--- src/rtl/mole_scheduler_pkg.sv ---
// Shared types and constants for the mole scheduler: state encoding,
// difficulty codes and the LFSR feedback polynomial.
package mole_scheduler_pkg;

  typedef enum logic [1:0] {
    S_IDLE = 2'd0,
    S_GAP  = 2'd1,
    S_SHOW = 2'd2,
    S_COOL = 2'd3
  } state_e;

  localparam logic [1:0] DIFF_EASY = 2'b00;
  localparam logic [1:0] DIFF_MED  = 2'b01;
  localparam logic [1:0] DIFF_HARD = 2'b10;

  // Right-shifting Galois form of x^16 + x^14 + x^13 + x^11
  localparam logic [15:0] LFSR_TAPS = 16'hB400;

  function automatic logic [15:0] lfsr_step(input logic [15:0] v);
    lfsr_step = v[0] ? ((v >> 1) ^ LFSR_TAPS) : (v >> 1);
  endfunction

endpackage

--- src/rtl/mole_scheduler_lfsr16.sv ---
// 16-bit Galois LFSR, free-running every cycle outside reset. A zero seed
// would lock the register at zero, so it is replaced by 1.
module lfsr16
  import mole_scheduler_pkg::*;
(
  input  logic        clk,
  input  logic        rst,
  input  logic [15:0] seed,
  output logic [15:0] q
);

  logic [15:0] q_q, q_d, seed_eff;

  // Next value and effective seed
  always_comb begin
    seed_eff = (seed == 16'h0000) ? 16'h0001 : seed;
    q_d      = lfsr_step(q_q);
  end

  // Shift register; reload seed on reset
  always_ff @(posedge clk) begin
    if (rst) q_q <= seed_eff;
    else     q_q <= q_d;
  end

  assign q = q_q;

endmodule

--- src/rtl/mole_scheduler.sv ---
// Mole field sequencer: dark gap, lit window, cooldown after a hit. Judges
// rising edges of the mole buttons against the lit mole and emits one-cycle
// hit / timeout / miss pulses.
module mole_scheduler
  import mole_scheduler_pkg::*;
#(
  parameter int          N_MOLES     = 8,
  parameter int          CLKS_PER_MS = 50000,
  parameter int          SHOW_MS_E   = 1500,
  parameter int          SHOW_MS_M   = 1000,
  parameter int          SHOW_MS_H   = 600,
  parameter int          GAP_MS      = 300,
  parameter int          COOL_MS     = 200,
  parameter logic [15:0] LFSR_SEED   = 16'hACE1
) (
  input  logic                       clk,
  input  logic                       rst,
  input  logic                       enable,
  input  logic [1:0]                 difficulty,
  input  logic [N_MOLES-1:0]         btn_mole,
  output logic [N_MOLES-1:0]         mole_led,
  output logic [$clog2(N_MOLES)-1:0] active_idx,
  output logic                       hit_pulse,
  output logic                       timeout_pulse,
  output logic                       miss_pulse,
  output logic                       busy
);

  localparam int IW = $clog2(N_MOLES);
  localparam int PW = $clog2(CLKS_PER_MS + 1);
  localparam logic [PW-1:0] PRE_LAST = PW'(CLKS_PER_MS - 1);

  state_e             state_q, state_d;
  logic [PW-1:0]      pre_q, pre_d;
  logic [15:0]        ms_q, ms_d;
  logic [15:0]        show_ms_q, show_ms_d;
  logic [N_MOLES-1:0] led_q, led_d;
  logic [IW-1:0]      idx_q, idx_d;
  logic [N_MOLES-1:0] btn_q, btn_d;
  logic               hit_q, hit_d;
  logic               to_q, to_d;
  logic               miss_q, miss_d;

  logic [15:0]        lfsr;
  logic [N_MOLES-1:0] rise;
  logic [15:0]        dur_ms, show_sel;
  logic [IW-1:0]      cand;
  logic               tick, last;
  logic               unused_lfsr_hi;

  lfsr16 u_lfsr (
    .clk  (clk),
    .rst  (rst),
    .seed (LFSR_SEED),
    .q    (lfsr)
  );

  // Only the low bits pick the mole; the rest just feed the sequence
  assign unused_lfsr_hi = ^lfsr[15:IW];

  // Window length for the next mole, sampled at SHOW entry
  always_comb begin
    case (difficulty)
      DIFF_EASY: show_sel = 16'(SHOW_MS_E);
      DIFF_MED:  show_sel = 16'(SHOW_MS_M);
      DIFF_HARD: show_sel = 16'(SHOW_MS_H);
      default:   show_sel = 16'(SHOW_MS_H);
    endcase
  end

  // Next-state, hit judge and timer control
  always_comb begin
    rise = btn_mole & ~btn_q;
    tick = (pre_q == PRE_LAST);

    case (state_q)
      S_GAP:   dur_ms = 16'(GAP_MS);
      S_SHOW:  dur_ms = show_ms_q;
      S_COOL:  dur_ms = 16'(COOL_MS);
      default: dur_ms = 16'd1;
    endcase
    last = tick && (ms_q == dur_ms - 16'd1);

    // Never light the same mole twice in a row
    cand = lfsr[IW-1:0];
    if (cand == idx_q) cand = cand + IW'(1);

    state_d   = state_q;
    led_d     = led_q;
    idx_d     = idx_q;
    show_ms_d = show_ms_q;
    btn_d     = btn_mole;
    hit_d     = 1'b0;
    to_d      = 1'b0;
    miss_d    = 1'b0;

    if (!enable) begin
      state_d = S_IDLE;
      led_d   = '0;
    end else begin
      case (state_q)
        S_IDLE: state_d = S_GAP;
        S_GAP: begin
          if (last) begin
            state_d   = S_SHOW;
            idx_d     = cand;
            led_d     = N_MOLES'(1) << cand;
            show_ms_d = show_sel;
          end
        end
        S_SHOW: begin
          // Correct press beats both expiry and a simultaneous wrong press
          if (rise[idx_q]) begin
            hit_d   = 1'b1;
            led_d   = '0;
            state_d = S_COOL;
          end else if (last) begin
            to_d    = 1'b1;
            led_d   = '0;
            state_d = S_GAP;
          end else if (|rise) begin
            miss_d = 1'b1;
          end
        end
        S_COOL:  if (last) state_d = S_GAP;
        default: state_d = S_IDLE;
      endcase
    end

    // Every state starts with a fresh timer so it lasts exactly its length
    if (state_d != state_q || state_d == S_IDLE) begin
      pre_d = '0;
      ms_d  = '0;
    end else if (tick) begin
      pre_d = '0;
      ms_d  = ms_q + 16'd1;
    end else begin
      pre_d = pre_q + PW'(1);
      ms_d  = ms_q;
    end
  end

  // State and output registers
  always_ff @(posedge clk) begin
    if (rst) begin
      state_q   <= S_IDLE;
      pre_q     <= '0;
      ms_q      <= '0;
      show_ms_q <= '0;
      led_q     <= '0;
      idx_q     <= '0;
      btn_q     <= '0;
      hit_q     <= 1'b0;
      to_q      <= 1'b0;
      miss_q    <= 1'b0;
    end else begin
      state_q   <= state_d;
      pre_q     <= pre_d;
      ms_q      <= ms_d;
      show_ms_q <= show_ms_d;
      led_q     <= led_d;
      idx_q     <= idx_d;
      btn_q     <= btn_d;
      hit_q     <= hit_d;
      to_q      <= to_d;
      miss_q    <= miss_d;
    end
  end

  assign mole_led      = led_q;
  assign active_idx    = idx_q;
  assign hit_pulse     = hit_q;
  assign timeout_pulse = to_q;
  assign miss_pulse    = miss_q;
  assign busy          = (state_q != S_IDLE);

endmodule
--- config.mk ---
export PLATFORM = sky130hd
export DESIGN_NAME = mole_scheduler
export DESIGN_NICKNAME = d
export VERILOG_FILES = /design/src/rtl/mole_scheduler_pkg.sv /design/src/rtl/mole_scheduler_lfsr16.sv /design/src/rtl/mole_scheduler.sv
export SDC_FILE = /design/constraint.sdc
export NUM_CORES = 1
export LEC_CHECK = 0
export CELL_PAD_IN_SITES_DETAIL_PLACEMENT = 0
export CELL_PAD_IN_SITES_GLOBAL_PLACEMENT = 1
export CORE_MARGIN = 2
export CORE_UTILIZATION = 48
export DETAILED_ROUTE_END_ITERATION = 7
export MAX_ROUTING_LAYER = met4
export PLACE_DENSITY_LB_ADDON = 0.05
export RECOVER_POWER = 100
export SYNTH_ARGS = -nofsm -noshare
export SYNTH_HDL_FRONTEND = slang
export SYNTH_SLANG_ARGS = --single-unit
--- constraint.sdc ---
create_clock -name clk -period 8.3 [get_ports clk]
set_input_delay 2.49 -clock clk [delete_from_list [all_inputs] [get_ports clk]]
set_output_delay 2.49 -clock clk [all_outputs]
set_load 0.02 [all_outputs]
After elaboration in Yosys (flattened, before gate mapping)

Cells that the tools add are included.

Memories: 0
Input bits: 13
RAM bits: 0
Register bits after elaboration: 88
Output and inout port bits: 15
Memory bits (read-only): 0
Latch bits: 0
Logic and storage cells: 66

Divide/modulo/power cells: 0
Magnitude comparators: 1
Multiplexer cells: 18
Multiply operators: 0
Reduce and logical (&&, ||, !) cells: 16
$add $sub $neg: 4
Shift operators: 1
Eq/ne operators: 10
Bitwise logic cells: 5

Operators with widths:

| cell                    | count |
|---|---|
| $pmux W16 S3            | 1 |
| $add A16 B1 Y16 const B | 2 |
| $mux W8                 | 3 |
| $pmux W11 S2            | 1 |
| $eq A16 B16 Y1          | 1 |
| $eq A16 B16 Y1 const B  | 1 |
| $mux W16                | 1 |
| $pmux W8 S2             | 1 |
| $sub A16 B1 Y16 const B | 1 |
| $and A8 B8 Y8           | 1 |
| $mux W2                 | 4 |
| $not A8 Y8              | 1 |
| $pmux W2 S4             | 1 |
| $reduce_or A8 Y1        | 1 |
| $shl A1 B3 Y8 const A   | 1 |
| $logic_not A2 Y1        | 3 |
| $reduce_and A3 Y1       | 2 |
| $reduce_or A3 Y1        | 2 |
| $reduce_or A5 Y1        | 1 |
| $eq A2 B1 Y1 const B    | 2 |
| $eq A2 B2 Y1 const B    | 2 |
| $lt A3 B4 Y1 const B    | 1 |
| $mux W1                 | 4 |
| $not A3 Y4              | 1 |
| 13 further kinds        | 16 |

Logic depth before layout (Yosys ltp)

Gate-level depths: netlist of the first run.

Word-level depth: 12
Depth in mapped cells: 13
Depth with buffers taken out: 10

By module

From an unflattened synthesis of the first run, not the netlist that was laid out.

Cells, all modules: 418
Area, all modules: 3752.3 sq um

Modules (own cells, without submodules):

| module         | area each (sq um) | cells an instance | instances | seq. area each (sq um) |
|---|---|---|---|---|
| mole_scheduler | 3161.8            | 371               | 1         | 1241.2 |
| lfsr16         | 590.6             | 47                | 1         | 320.3 |

Worst setup path after synthesis of the first run

OpenSTA, ideal clock, no wires.

Path type: input-to-reg
Start point: input btn_mole[6]
End point: register ms_q[9]
Required time: 8.185 ns
Path slack: 4.421 ns
Arrival time: 3.764 ns
Path buffers: 1
Stages: 8
Library setup time: 0.115 ns
Cells stage by stage: nor3b_1 -> a21oi_1 -> mux4_2 -> a21oi_1 -> nor2_1 -> nand2_2 -> buf_4 -> nor2_1

Cells in the longest elaborated chain, start to end: 9
Elaborated cells between the ends (all ways): 10
Classes of those cells: eq/ne: 1; mux: 5; bitwise: 1; reduce/logical: 3

Ends and longest elaborated chain:

| element                                                 | RTL line              | source |
|---|---|---|
| from (decl)                                             | mole_scheduler.sv:20  | `input logic [N_MOLES-1:0] btn_mole,` |
| $and A8 B8 Y8 (*)                                       | mole_scheduler.sv:73  | `rise = btn_mole & ~btn_q;` |
| $bmux W1 S3 (*)                                         | mole_scheduler.sv:113 | `if (rise[idx_q]) begin` |
| $mux W1 (implied by the code) (*)                       | mole_scheduler.sv:113 |  |
| $mux W2 (*)                                             | mole_scheduler.sv:113 |  |
| $pmux W2 S4 (*)                                         | mole_scheduler.sv:101 | `case (state_q)` |
| $mux W2 (*)                                             | mole_scheduler.sv:97  | `if (!enable) begin` |
| $ne A2 B2 Y1 / $logic_not A2 Y1 (equally long branches) | mole_scheduler.sv:131 | `if (state_d != state_q \|\| state_d == S_IDLE) begin` |
| $logic_or A1 B1 Y1 (*)                                  | mole_scheduler.sv:131 |  |
| $reduce_or A2 Y1 (no line) (*)                          | --                    |  |
| to (signal assigned)                                    | mole_scheduler.sv:159 | `ms_q <= ms_d;` |
| to (decl)                                               | mole_scheduler.sv:35  | `logic [15:0] ms_q, ms_d;` |

Mark *: on every way between the ends. The rest lies on a longest branch, timed or not. The select of a mux whose other input is x is not followed.
A chain may end at the register's enable or synchronous reset.

Worst setup path in the final report of the first run

Start point: input rst
End point: register led_q[7], in the netlist mole_led[7]

Cells in the longest elaborated chain, start to end: 1

Ends and longest elaborated chain:

| element                    | RTL line              | source |
|---|---|---|
| from (decl)                | mole_scheduler.sv:17  | `input logic rst,` |
| $reduce_or A2 Y1 (no line) | --                    |  |
| to (signal assigned)       | mole_scheduler.sv:161 | `led_q <= led_d;` |
| to (decl)                  | mole_scheduler.sv:37  | `logic [N_MOLES-1:0] led_q, led_d;` |

Every way passes these cells.

==> results.txt, run 1 <==
Nets@finish - 443
Number of fill cells - 692
# DRC - 0
Total gr overflow - 0
Core box area - 7253 µm²
M1 WL - 3.285 mm
Minimum clock period - 4.953 ns
FFs w/ async S/R, synth - 0%
Fmax - 0.2019 GHz
Hold endpoint - u_lfsr.q[7]
Average wire per standard cell - 12.92 µm
Vias per cell - 5.138
CP max-delay cell - clkbuf_1
Worst vdd ir - 129.2 µV
Mapped Nets - 421
Cell with the most instances after synthesis - dfxtp_1
Drt total wl - 6.846 mm
Met3 wire len - 250 µm
Final setup fails - 0
Pwr per Cell Area - 179.4 nW/µm²
CTS Root Cell - clkbuf_8
Top post-synthesis cells by count - 78 x dfxtp_1, 58 x nor2_1, 26 x xnor2_1
Syn Inst Count - 404
Core Rows - 31
Max cap viols - 0
Tightest Hold Check Type - reg -> reg
Synth top area share - 43.41%
Final hold viol count - 0
Simple logic cell fraction of the synthesized area - 26.23%
Global-route wire length before repair - 12.18 mm
Post-Syn Area per Cell - 8.904 µm²
Worst Path Arrival - 5.15 ns
Clock Latency Late Sink - 0.35 ns
Largest family of logic cells by synthesized area - simple AND/OR/NAND/NOR gates
Cell variety after synth - 53
Placed wire-length estimate - 4.898 mm
Resize count post-CTS - 0
Initial core utilization - 49.59%
Chip height - 90.57 µm
H-tree depth - 3
Mux share of post-synthesis cell area - 3.896%
CTS sink count - 78
Vias - 2723
Hold-fix buffers at CTS - 0
Antenna violations before repair - 0
Vias in the first global route - 2627
Yosys reg bits - 78
Worst reg2reg startpoint - state_q[0]
Number of post-CTS setup repair buffers - 0
Boundary pin count - 28
Final period util - 59.67%
Slew margin rel. - 10.52%
CTS tree - done
Pre-antenna DRT Iters - 4
Total track usage - 18.78%
Pin count of the biggest net entering global routing - 36
Cell Area, Synth - 3597 µm²
Critical Path Source Type - primary input
DIE AREA - 8203 µm²
Crit Path Max Fanout - 35
Ys Warns - 0
Post-synth EDFFs - 0
Final antenna diode count - 0
Category of the most critical setup path - in -> reg
RSZ-0062 raised after global routing - no
Sequential share of the synthesized area - 43.41%
Synth top area cells - dfxtp_1 43%, xnor2_1 6.3%, nor2_1 6.1%
Slew @ Worst Pin - 1.342 ns
Hold depth - 1
Highest metal used - met4
Crit-path cells - dlygate4sd3_1, clkbuf_1, nand2b_1, nor2_1, a2bb2oi_1, o22ai_1
Antenna-violating nets left - 0
Outcome - finished clean
Worst-case clock buffer depth - 2
1st-iter DRT viols - 102
Complex-gate fraction of the synthesized area - 8.452%
Reg2reg path depth - 10
Synth Area in XOR/XNOR - 11.44%
Final slew viol count - 0
Most common flop cell mapped by yosys - dfxtp_1
PortBufs - 27
Syn-to-layout area delta - 13.81%
Setup TNS - 0 ns
Leak - 1.531 nW
Total design power - 0.0007343 W
GPL Wtd Cong - 0.8402
Die span in x - 90.57 µm
Share of layout cells above drive strength 1 - 8.353%
Adder-cell share of the synthesized area - 1.391%
CP required - 8.50 ns
CTS Buf Count - 9
Min-delay src - u_lfsr.q[8]
Yosys top cell by area - dfxtp_1
Crit. End Element - flip-flop
Critical path startpoint - rst
Reg clk slew, reported paths - 0.08 ns
Reg2Reg Setup Slack - 4.64 ns
Clock Skew - 0.01061 ns
CP peak stage delay - 0.98 ns
Met2 Routed Length - 3.219 mm
End of the worst register-to-register path - mole_led[7]
-- worst max-delay path: cells and delay by family --
kind	cells	cell delay (ns)
AND/OR/NAND/NOR	2	0.45
AO/OA/AOI/OAI	2	0.71
buffers and inverters	2	1.50
-- worst max path at each step --
stage / endpoint / slack, ns
6_report: mole_led[7] / 3.35
5_1_grt: mole_led[7] / 3.04
4_1_cts: busy / 4.08
3_5_place_dp: ms_q[15] / 3.71
3_3_place_gp: ms_q[13] / 3.72
2_1_floorplan: ms_q[9] / 4.42
-- sequential cells by signal (all words and copies together) (netlist names) --
register,count
ms_q,16
btn_q,8
state_q,2
hit_pulse,1
show_ms_q,6
timeout_pulse,1
u_lfsr.q,16
mole_led,8
miss_pulse,1
pre_q,16
active_idx,3
-- cells in the final DEF, fill, tap and decap left out, types with 5 or more instances in the layout --
cell and n:
a21oi_1 15, and3_1 6, clkbuf_8 9, clkdlybuf4s50_1 10
dfxtp_1 78, dlygate4sd3_1 17, inv_1 25, mux2i_1 8
nand2_1 22, nand2b_1 5, nand3_1 18, nand4_1 5
nor2_1 58, nor2b_1 24, nor3_1 8, o21ai_0 5
o22ai_1 8, or2_2 9, xnor2_1 26, xor2_1 21
-- logic make-up (layout without fill, tap and decap cells) --
| group | after synthesis | count (layout) |
|---|---|---|
| and+or+nand+nor | 177 | 177 |
| DFF | 78 | 78 |
| xor gates and xnor gates | 47 | 47 |
| buffers and inverters | 42 | 69 |
| AOI/OAI and AO/OA | 44 | 44 |
| muxes | 12 | 12 |
| adders and majority gates | 4 | 4 |
-- area by class of cell --
type                            instances  area, µm²  area share, %
Timing Repair Buffer                   28      274.0          6.693
Multi-Input combinational cell        284       1821          44.47
Clock buffer                            9      123.9          3.026
Sequential cell                        78       1562          38.14
Clock inverter                          7      96.34          2.353
Inverter                               25      93.84          2.292
Tap cell                               99      123.9          3.026
-- stage by stage --
stage | hold slack (ns) | utilization, % | cell area, µm² | setup WS, ns | std cells
2_1_floorplan | 0.3895 | - | 3597 | 4.421 | 404
3_3_place_gp | 0.3933 | 53.86 | 3906 | 3.724 | 514
3_5_place_dp | 0.3986 | 53.86 | 3906 | 3.714 | 514
4_1_cts | 0.4250 | 56.89 | 4126 | 4.084 | 530
5_1_grt | 0.4340 | 56.44 | 4094 | 3.039 | 530
6_report | 0.4194 | 56.44 | 4094 | 3.347 | 530
-- where the power goes --
group | switching (W) | total [W] | internal [W]
Sequential | 0.00000399 | 0.000386 | 0.000382
Clock | 0.000140 | 0.000311 | 0.000171
Combinational | 0.0000186 | 0.0000376 | 0.0000190
Total | 0.000163 | 0.000734 | 0.000571
-- layer usage --
metal	up-vias	track usage, %
li1	1402	-
met1	1262	23.72
met2	51	29.42
met3	8	4.591
met4	0	6.538
met5	-	-
Note: power is estimated with default switching activity, not from simulation.
==> run 2, diff against run 1 <==
--- a/config.mk
+++ b/config.mk
@@ -8,7 +8,7 @@
 export CELL_PAD_IN_SITES_DETAIL_PLACEMENT = 0
 export CELL_PAD_IN_SITES_GLOBAL_PLACEMENT = 1
 export CORE_MARGIN = 2
-export CORE_UTILIZATION = 48
+export CORE_UTILIZATION = 40
 export DETAILED_ROUTE_END_ITERATION = 7
 export MAX_ROUTING_LAYER = met4
 export PLACE_DENSITY_LB_ADDON = 0.05
==> constraint.sdc (replaced) <==
create_clock -name clk -period 4.1 [get_ports clk]
set_input_delay 1.23 -clock clk [delete_from_list [all_inputs] [get_ports clk]]
set_output_delay 1.23 -clock clk [all_outputs]
set_load 0.02 [all_outputs]
==> run 2 against run 1 <==
First-iteration DRC count down 5.9%. Clock skew shrank 0.0020 ns. Sequential power rose by 100%. Total power grew 90%. Combinational power is 110% higher. Clock power is 72% higher. Global-route usage is 2.1 points lower. Core utilization fell by 9.7 points. Sequential share of layout area grew 0.19 points. Routed wire length increased by 7.9%. Critical endpoint is now ms_q[6].
==> results.txt, run 2 (synthesized netlist as in run 1, its figures left out) <==
End of the worst register-to-register path - ms_q[6]
Vias per cell - 4.924
Total track usage - 16.70%
Clock Skew - 0.008616 ns
Minimum clock period - 3.444 ns
Grt met2 use - 23.91%
Non-Filler Instances - 539
Core Rows - 34
Final antenna diode count - 0
# DRC - 0
Final hold viol count - 0
Critical Path Source Type - flip-flop
Share of layout cells above drive strength 1 - 8.585%
Worst path bufs/invs - 0
1st-iter DRT viols - 96
Cells after DPL - 523
Commonest cells after routing, fill and taps aside - 78 x dfxtp_1, 58 x nor2_1, 26 x xnor2_1, 25 x inv_1, 24 x nor2b_1
Chip height - 98.83 µm
CTS Buf Count - 9
CP required - 4.31 ns
Pin count of the biggest net entering global routing - 25
Kind of cell adding the most delay to the critical path - simple AND/OR/NAND/NOR gates
Hold depth - 1
Slew margin rel. - 39.01%
Worst reg2reg startpoint - state_q[1]
Pre-antenna DRT Iters - 4
Met3 Use GR - 2.979%
Antenna violations before repair - 0
Worst Path Arrival - 3.66 ns
Clock Latency Late Sink - 0.35 ns
Die span in x - 98.83 µm
DIE AREA - 9767 µm²
Setup TNS - 0 ns
Vias in the first global route - 2584
Antenna-violating nets left - 0
Initial core utilization - 41.25%
GPL Wtd Cong - 0.8026
Syn-to-layout area delta - 13.25%
Resize count post-CTS - 0
CTS Root Cell - clkbuf_8
Leak - 1.499 nW
Hold endpoint - u_lfsr.q[11]
Number of post-CTS setup repair buffers - 0
Worst-case clock buffer depth - 2
Vias - 2654
Commonest non-fill, non-tap cell in the layout - dfxtp_1
CTS sink count - 78
Fmax - 0.2903 GHz
Final period util - 84.01%
Category of the most critical setup path - reg -> reg
Total gr overflow - 0
CP peak stage delay - 0.65 ns
Most used routing layer - met2
Average wire per standard cell - 13.71 µm
Final slew viol count - 0
Tightest Hold Check Type - reg -> reg
Core box area - 8721 µm²
Reg2Reg Setup Slack - 0.66 ns
Reg clk slew, reported paths - 0.09 ns
CP max-delay cell - or4_1
Global-route wire length before repair - 12.67 mm
Min-delay src - u_lfsr.q[12]
PortBufs - 27
Worst vdd ir - 158.3 µV
Final setup fails - 0
Pwr per Cell Area - 342.6 nW/µm²
Crit Path Max Fanout - 17
CTS tree - done
Placed wire-length estimate - 5.288 mm
Crit. End Element - flip-flop
H-tree depth - 3
RSZ-0062 raised after global routing - no
Drt total wl - 7.387 mm
Max cap viols - 0
Nets@finish - 443
Boundary pin count - 28
Hold-fix buffers at CTS - 0
Reg2reg path depth - 10
Outcome - finished clean
M1 GR Usage - 23.35%
Slew @ Worst Pin - 0.9148 ns
Crit-path cells - nor2b_1, a21oi_1, ha_1, xor2_1, xnor2_1, nor4_1, o211ai_1, or4_1, nand2_1, nor2_1
-- run 2: worst max path at each step --
stage                     start      endpoint  slack (ns)  depth (start not counted)
finish               state_q[1]       ms_q[6]        0.66                         10
global route         state_q[0]       ms_q[6]        0.35                         10
CTS                  state_q[0]  show_ms_q[4]        0.81                         10
detailed placement  btn_mole[2]       ms_q[6]        0.76                          8
global placement         enable  show_ms_q[4]        0.73                          6
floorplan            state_q[0]       ms_q[9]        1.28                         13
-- run 2: final cells by class --
class | instances | area [µm²]
fillers | 864 | 4647
multi-input cells | 284 | 1829
flip-flops and latches | 78 | 1562
repair buffers | 28 | 274.0
well taps | 108 | 135.1
clock buffers | 9 | 123.9
inverters | 25 | 93.84
clock inverters | 7 | 56.30
-- run 2: worst register-to-register path: cells and delay by family, from the launching register on --
kind | cells | cell delay, ns
compound gates | 2 | 0.30
xor+xnor | 2 | 0.29
flops | 1 | 0.60
fa+ha+maj | 1 | 0.24
simple gates | 5 | 1.88
-- run 2: report_power, final --
| group | switching [W] | total, W | internal, W | leakage [nW] |
|---|---|---|---|---|
| combinational | 0.0000391 | 0.0000785 | 0.0000394 | 0.785 |
| clock | 0.000310 | 0.000536 | 0.000226 | 0.0789 |
| sequential | 0.00000813 | 0.000781 | 0.000773 | 0.635 |
| total | 0.000358 | 0.00140 | 0.00104 | 1.50 |
-- run 2: routing by layer --
layer	routed length (µm)	vias to the layer above	part of all wire (%)
li1	-	1406	-
met2	3218	28	44
met4	98	0	1.3
met5	0	-	0
met1	3917	1211	53
met3	152	9	2.1
-- run 2: per-stage QoR --
step                      total power, W  setup slack [ns]  instance area [µm²]  hold slack [ns]  utilization (%)
after floorplan                0.0008515             1.277                 3597           0.3895                -
after global placement         0.0008787            0.7292                 3918           0.3935            44.92
after detailed placement       0.0008790            0.7618                 3918           0.3994            44.92
after CTS                       0.001418            0.8101                 4098           0.4243            46.99
after global routing            0.001458            0.3520                 4074           0.4335            46.71
final                           0.001396            0.6557                 4074           0.4190            46.71
==> run 3, diff against run 2 <==
--- a/config.mk
+++ b/config.mk
@@ -8,7 +8,7 @@
 export CELL_PAD_IN_SITES_DETAIL_PLACEMENT = 0
 export CELL_PAD_IN_SITES_GLOBAL_PLACEMENT = 1
 export CORE_MARGIN = 2
-export CORE_UTILIZATION = 40
+export CORE_UTILIZATION = 44
 export DETAILED_ROUTE_END_ITERATION = 7
 export MAX_ROUTING_LAYER = met4
 export PLACE_DENSITY_LB_ADDON = 0.05
==> constraint.sdc (replaced) <==
create_clock -name clk -period 3.57 [get_ports clk]
set_input_delay 1.071 -clock clk [delete_from_list [all_inputs] [get_ports clk]]
set_output_delay 1.071 -clock clk [all_outputs]
set_load 0.02 [all_outputs]
==> run 3 against run 2 <==
Sequential cell count did not move. Total power rose by 16%. Non-clock buffer count rose by 2.
==> results.txt, run 3 (synthesized netlist as in run 1, its figures left out) <==
Clock Skew - 0.01010 ns
Final antenna diode count - 0
Pre-antenna DRT Iters - 4
Vias in the first global route - 2674
H-tree depth - 3
Number of post-CTS setup repair buffers - 0
Commonest non-fill, non-tap cell in the layout - dfxtp_1
Initial core utilization - 46.07%
Reg clk slew, reported paths - 0.09 ns
Category of the most critical setup path - reg -> reg
Commonest cells after routing, fill and taps aside - 76 x dfxtp_1, 58 x nor2_1, 26 x xnor2_1, 25 x inv_1, 24 x nor2b_1
RSZ-0062 raised after global routing - no
Core Rows - 32
Vias per cell - 5.037
Syn-to-layout area delta - 14.12%
Max cap viols - 0
Total gr overflow - 0
Final setup fails - 0
Kind of cell adding the most delay to the critical path - simple AND/OR/NAND/NOR gates
Core box area - 7807 µm²
DIE AREA - 8915 µm²
1st-iter DRT viols - 82
Reg2Reg Setup Slack - 0.30 ns
Pin count of the biggest net entering global routing - 32
# DRC - 0
Minimum clock period - 3.267 ns
Slew @ Worst Pin - 1.222 ns
Hold-fix buffers at CTS - 0
End of the worst register-to-register path - show_ms_q[4]
Worst path bufs/invs - 0
Clock Latency Late Sink - 0.35 ns
Tightest Hold Check Type - reg -> reg
Chip height - 94.42 µm
CP max-delay cell - or4b_1
Total track usage - 18.09%
Average wire per standard cell - 13.11 µm
GPL Wtd Cong - 0.7933
Pwr per Cell Area - 393.7 nW/µm²
Final hold viol count - 0
Boundary pin count - 28
Antenna violations before repair - 0
Worst reg2reg startpoint - state_q[0]
Worst vdd ir - 218.8 µV
Worst Path Arrival - 3.56 ns
Critical Path Source Type - flip-flop
Crit. End Element - flip-flop
CP peak stage delay - 0.74 ns
PortBufs - 27
Final slew viol count - 0
Crit Path Max Fanout - 14
Reg2reg path depth - 10
Slew margin rel. - 18.50%
Final period util - 91.52%
Outcome - finished clean
Die span in x - 94.42 µm
Vias - 2695
Crit path to - show_ms_q[4]
CTS Root Cell - clkbuf_8
Fmax - 0.3061 GHz
CP required - 3.86 ns
Global-route wire length before repair - 12.36 mm
Total design power - 0.001616 W
Leak - 1.525 nW
Worst-case clock buffer depth - 2
Setup TNS - 0 ns
Crit-path cells - nor2b_1, a21oi_1, ha_1, xor2_1, xnor2_1, nor4_1, o211ai_1, or4b_1, mux2_1, nor2_2
Share of layout cells above drive strength 1 - 9.931%
Nets@finish - 445
Number of fill cells - 765
CTS sink count - 78
CTS Buf Count - 9
Placed wire-length estimate - 5.044 mm
Footprint of the multi-input gates - 1846 µm²
Critical path startpoint - state_q[0]
Drt total wl - 7.016 mm
FF+latch area - 1564 µm²
CTS tree - done
Antenna-violating nets left - 0
Critical Path Stages - 10
[run 3: per-stage QoR]
| stage | utilization (%) | setup slack, ns | instance area, µm² | instances | hold WS [ns] |
|---|---|---|---|---|---|
| after floorplan | - | 0.7471 | 3597 | 404 | 0.3895 |
| after global placement | 50.27 | 0.1949 | 3925 | 519 | 0.3979 |
| after detailed placement | 50.27 | 0.2053 | 3925 | 519 | 0.3997 |
| after CTS | 52.64 | 0.1774 | 4110 | 535 | 0.4268 |
| after global routing | 52.58 | 0.04757 | 4105 | 535 | 0.4384 |
| final | 52.58 | 0.3026 | 4105 | 535 | 0.4203 |
[run 3: final cells by class]
cell class | count | area share (%)
Inverter | 25 | 2.286
Multi-Input combinational cell | 284 | 44.96
Sequential cell | 78 | 38.10
Timing Repair Buffer | 30 | 7.041
Clock inverter | 7 | 1.493
Clock buffer | 9 | 3.017
Tap cell | 102 | 3.109
[run 3: layer usage]
layer | up-vias | global-route usage [%] | part of all wire (%)
li1 | 1402 | - | -
met1 | 1247 | 23.64 | 52
met2 | 35 | 27.26 | 43
met3 | 11 | 3.272 | 2.8
met4 | 0 | 8.333 | 1.9
met5 | - | - | 0
[run 3: how the worst min path moves through the flow]
stage	slack, ns	cells after the start	end	start
2_1_floorplan	0.39	1	u_lfsr.q[11]	u_lfsr.q[12]
3_3_place_gp	0.40	1	u_lfsr.q[11]	u_lfsr.q[12]
3_5_place_dp	0.40	1	u_lfsr.q[7]	u_lfsr.q[8]
4_1_cts	0.43	1	u_lfsr.q[7]	u_lfsr.q[8]
5_1_grt	0.44	1	u_lfsr.q[5]	u_lfsr.q[6]
6_report	0.42	1	u_lfsr.q[7]	u_lfsr.q[8]
[run 3: what timing repair did]
item | in CTS | in global routing
setup endpoints to repair | 0 | 41
hold endpoints to repair | 0 | 0
resized for setup | 0 | 2
[run 3: where the power goes]
group | switching (W) | internal [W] | total, W | leakage (nW)
Sequential | 0.00000931 | 0.000887 | 0.000897 | 0.636
Combinational | 0.0000451 | 0.0000464 | 0.0000915 | 0.793
Clock | 0.000359 | 0.000269 | 0.000628 | 0.0960
==> RTL change 1, RTL diff (flow settings as in run 3) <==
`ms_q` no longer has a reset.
--- a/src/rtl/mole_scheduler.sv
+++ b/src/rtl/mole_scheduler.sv
@@ -147,3 +147,2 @@
       pre_q     <= '0;
-      ms_q      <= '0;
       show_ms_q <= '0;
@@ -158,3 +157,2 @@
       pre_q     <= pre_d;
-      ms_q      <= ms_d;
       show_ms_q <= show_ms_d;
@@ -169,2 +167,6 @@
 
+  always_ff @(posedge clk) begin
+    ms_q <= ms_d;
+  end
+
   assign mole_led      = led_q;
Behaviour: same outputs for any inputs over 10 cycles, from zero or initial values and one cycle with rst high; that may be too few to reach the edited logic, so the function may still have changed.
==> RTL change 1 against run 3 <==
Wire length is 16% higher. Power is 0.61% higher. First-iteration DRC count is 48% higher. Sequential cell count is the same. Design area is 5.2% higher. Sequential share of layout area down 1.9 points. Worst setup slack gained 0.087 ns. Final cell count is 4.1% higher. Count of clock-buffer cells in the layout stayed put. Area after synthesis increased by 4.8%. Critical path type unchanged.
==> RTL change 1: results (changes against run 3) <==
grt_max_degree: 34  # +6.3%
synth_area_leaders: "dfxtp_1 (41%), nor2_1 (6.8%), nor2b_1 (4.6%), xor2_1 (4.6%), xnor2_1 (4.4%)"
holdPathEnd: "u_lfsr.q[5]$_SDFF_PP1_"
preCtsSetupSlack_ns: 0.00780  # -0.198 ns
grt_pass1_wl_um: 13500  # +9.1%
nets: 464  # +4.3%
leakagePower_nw: 1.57  # +3.0%
critPathArrivalTime_ns: 3.47  # -0.09 ns
worst_pin_slew_ns: 0.562  # -0.660 ns
status: "completed"
via_per_inst: 5.21  # +3.4%
crit_slowest_cell: "a211oi_2"
dp.cells: 540  # +4.0%
ys_seq_area_share_pct: 41.4  # -2.0 points
synthXorXnorAreaFrac_pct: 9.06  # -2.4 points
synth_cell_types: 61  # +15%
finalWeightedCongestion: 0.854  # +7.7%
hpwl_um: 5730  # +14%
synth_compound_area_share_pct: 11.5  # +3.1 points
synth_mux_area_share_pct: 2.52  # -1.4 points
syn_inst: 422  # +4.5%
dpl-instance-area_um2: 4110  # +4.6%
drt_iter0_markers: 121  # +48%
crit_path_max_fanout: 10  # -4
wl_per_cell_um: 14.5  # +11%
## RTL change 1: how the worst max path moves through the flow
stage	from	to	slack, ns	depth (start not counted)
3_3_place_gp	btn_mole[2]	pre_q[7]$_SDFF_PP0_	0.07	8
4_1_cts	state_q[1]$_SDFF_PP0_	pre_q[6]$_SDFF_PP0_	0.12	11
6_report	state_q[0]$_SDFF_PP0_	mole_led[4]$_SDFFE_PP0P_	0.39	11
2_1_floorplan	btn_mole[7]	pre_q[13]$_SDFF_PP0_	0.62	9
5_1_grt	state_q[0]$_SDFF_PP0_	mole_led[7]$_SDFFE_PP0P_	0.007	11
3_5_place_dp	btn_mole[7]	pre_q[13]$_SDFF_PP0_	0.008	8
## RTL change 1: where the power goes
group	total (mW)	internal [mW]	switching, mW	leakage (nW)
registers	0.895	0.887	0.00809	0.635
logic	0.0994	0.0479	0.0516	0.846
clock network	0.631	0.266	0.366	0.0888
total	1.63	1.20	0.425	1.57
## RTL change 1: kinds of logic (layout without fill, tap and decap cells)
family          count (synthesis)  in the layout
simple gates                  210            210
mux                             7              7
compound gates                 54             54
buf+inv                        30             60
xor+xnor                       39             39
flops                          78             78
fa+ha+maj                       4              4
## RTL change 1: cell type report
type / instances / share of cell area, %
Multi-Input combinational cell: 314 / 47.8
Sequential cell: 78 / 36.2
Timing Repair Buffer: 36 / 8.06
Tap cell: 105 / 3.04
Clock buffer: 9 / 2.87
Clock inverter: 7 / 1.42
Inverter: 8 / 0.695
## RTL change 1: repair_timing
action,4_1_cts,5_1_grt
buffers inserted,0,1
setup endpoints to repair,0,32
resized for setup,0,2
## RTL change 1: per-layer routing
layer	track usage, %	share of wire (%)	vias up	wire length [µm]
li1	-	-	1508	-
met4	7.04	1.0	0	82
met5	-	0	-	0
met2	29.6	47	18	3780
met3	3.10	1.6	5	129
met1	26.4	51	1369	4110
==> RTL change 2, RTL diff (config.mk and constraints of run 3) <==
Without the edit above. Change the parameter `CLKS_PER_MS` from 50000 to 25000.
--- a/src/rtl/mole_scheduler.sv
+++ b/src/rtl/mole_scheduler.sv
@@ -7,3 +7,3 @@
   parameter int          N_MOLES     = 8,
-  parameter int          CLKS_PER_MS = 50000,
+  parameter int          CLKS_PER_MS = 25000,
   parameter int          SHOW_MS_E   = 1500,
Formal check against the unedited RTL: no difference found for any inputs over 10 cycles, from zero or initial values and one cycle with rst high; that may be too few to reach the edited logic, so the function may still have changed.
==> RTL change 2 against run 3 <==
Design area is 8.4% higher. Count of clock-buffer cells in the layout unchanged. Hold slack got worse by 0.0065 ns. Critical endpoint is now show_ms_q[2]$_SDFFE_PP0P_. Sequential power is 1% lower. Sequential cell count fell by 1. First-iteration DRC count increased by 57%. Clock power is 9.4% higher. Wire length grew 21%. Area after synthesis grew 7.3%. Worst setup slack improved by 0.12 ns. Power up 4.3%.
==> RTL change 2: results (changes against run 3) <==
worst_hold_slack_ns: 0.414  # -0.00652 ns
relSlewSlack_pct: 40.6  # +22 points
synth_area_leaders: "dfxtp_1 (40%), nor2_1 (5.5%), xnor2_1 (5.0%), xor2_1 (4.3%), nor2b_1 (3.1%)"
via_per_inst: 5.36  # +6.5%
wl_met2_um: 3960  # +30%
holdPathEnd: "u_lfsr.q[11]$_SDFF_PP1_"
finalClockSkew_ns: 0.0108  # +0.000712 ns
finalWeightedCongestion: 0.824  # +3.8%
hold_path_depth: 1  # unchanged
p_seq_share_pct: 52.6  # -2.9 points
grt_use_total_pct: 19.2  # +1.1 points
ys_seq_area_share_pct: 39.9  # -3.5 points
crit_path_max_fanout: 11  # -3
ir_worst_vdd_uv: 239  # +9.2%
synth_cell_types: 63  # +19%
wl_met1_um: 4200  # +15%
critPathArrivalTime_ns: 3.43  # -0.13 ns
endpoint: "show_ms_q[2]$_SDFFE_PP0P_"
drt_iter0_markers: 129  # +57%
combPwrFrac_pct: 6.7  # +1.0 points
synth_top_area_cell: "dfxtp_1"
status: "completed"
syn_nets: 473  # +12%
grt_pass1_vias: 3069  # +15%
grt_pass1_wl_um: 14700  # +19%
use_met3_pct: 4.10  # +0.83 points
postRouteWirelength_um: 8500  # +21%
grtUsageMet1_pct: 24.5  # +0.83 points
reg2reg_depth: 11  # +1
use_met2_pct: 30.8  # +3.6 points
worstHoldStart: "u_lfsr.q[12]$_SDFF_PP0_"
hpwl_um: 6090  # +21%
internal_power_mw: 1.26  # +5.2%
wl_met3_um: 229  # +16%
ff2ff_setup_slack_ns: 0.43  # +0.12 ns
drive_above_1_share_pct: 9.86  # -0.074 points
synth_top_cells_by_count: "dfxtp_1 (77), nor2_1 (57), nand2_1 (29), nand3_1 (22), xnor2_1 (22)"
nets: 499  # +12%
==> RTL change 2: cell count changes after synthesis, sizes merged, moves of 5 or more <==
cell / run 3 / this run
clkbuf: 7 / 15
inv: 25 / 16
nand2: 22 / 29
a31oi: 0 / 9
nor2b: 24 / 19
o21ai: 5 / 20
nor4: 4 / 9
o22ai: 8 / 1
nand4: 6 / 12
==> RTL change 2: cell families (layout without fill, tap and decap cells) <==
group / after synthesis / count (layout) / synth area share (%)
multiplexers: 11 / 11 / 3.37
AND/OR/NAND/NOR: 212 / 212 / 29.9
buffers and inverters: 41 / 72 / 4.21
AO/OA/AOI/OAI: 70 / 70 / 12.0
flip-flops: 77 / 77 / 39.9
adder cells (fa/ha/maj): 4 / 4 / 1.30
XOR/XNOR: 41 / 41 / 9.30
==> RTL change 2: per-stage QoR <==
stage,setup WS [ns],std cells,cell area (µm²),utilization (%),power (mW)
3_5_place_dp,0.394,579,4270,49.7,1.02
4_1_cts,0.456,595,4480,52.1,1.72
3_3_place_gp,0.464,579,4270,49.7,1.02
5_1_grt,0.148,595,4450,51.8,1.76
6_report,0.427,595,4450,51.8,1.69
2_1_floorplan,0.958,456,3860,-,0.982
==> RTL change 2: area by class of cell <==
class / instances / area [µm²]
clock buffers: 9 / 124
clock inverters: 7 / 81.3
fillers: 837 / 4140
inverters: 17 / 63.8
multi-input cells: 338 / 2150
flip-flops and latches: 77 / 1540
well taps: 108 / 135
repair buffers: 39 / 353
==> RTL change 2: worst max-delay path: stages, from the launching register on <==
cell	delay, ns
dfxtp_1	0.50
nor2b_1	0.21
a21oi_1	0.06
ha_1	0.29
nor4b_1	0.17
a31oi_1	0.27
mux2i_1	0.42
nor4_4	0.11
nand4_1	0.11
clkbuf_1	0.46
mux2_2	0.40
nor2_1	0.08
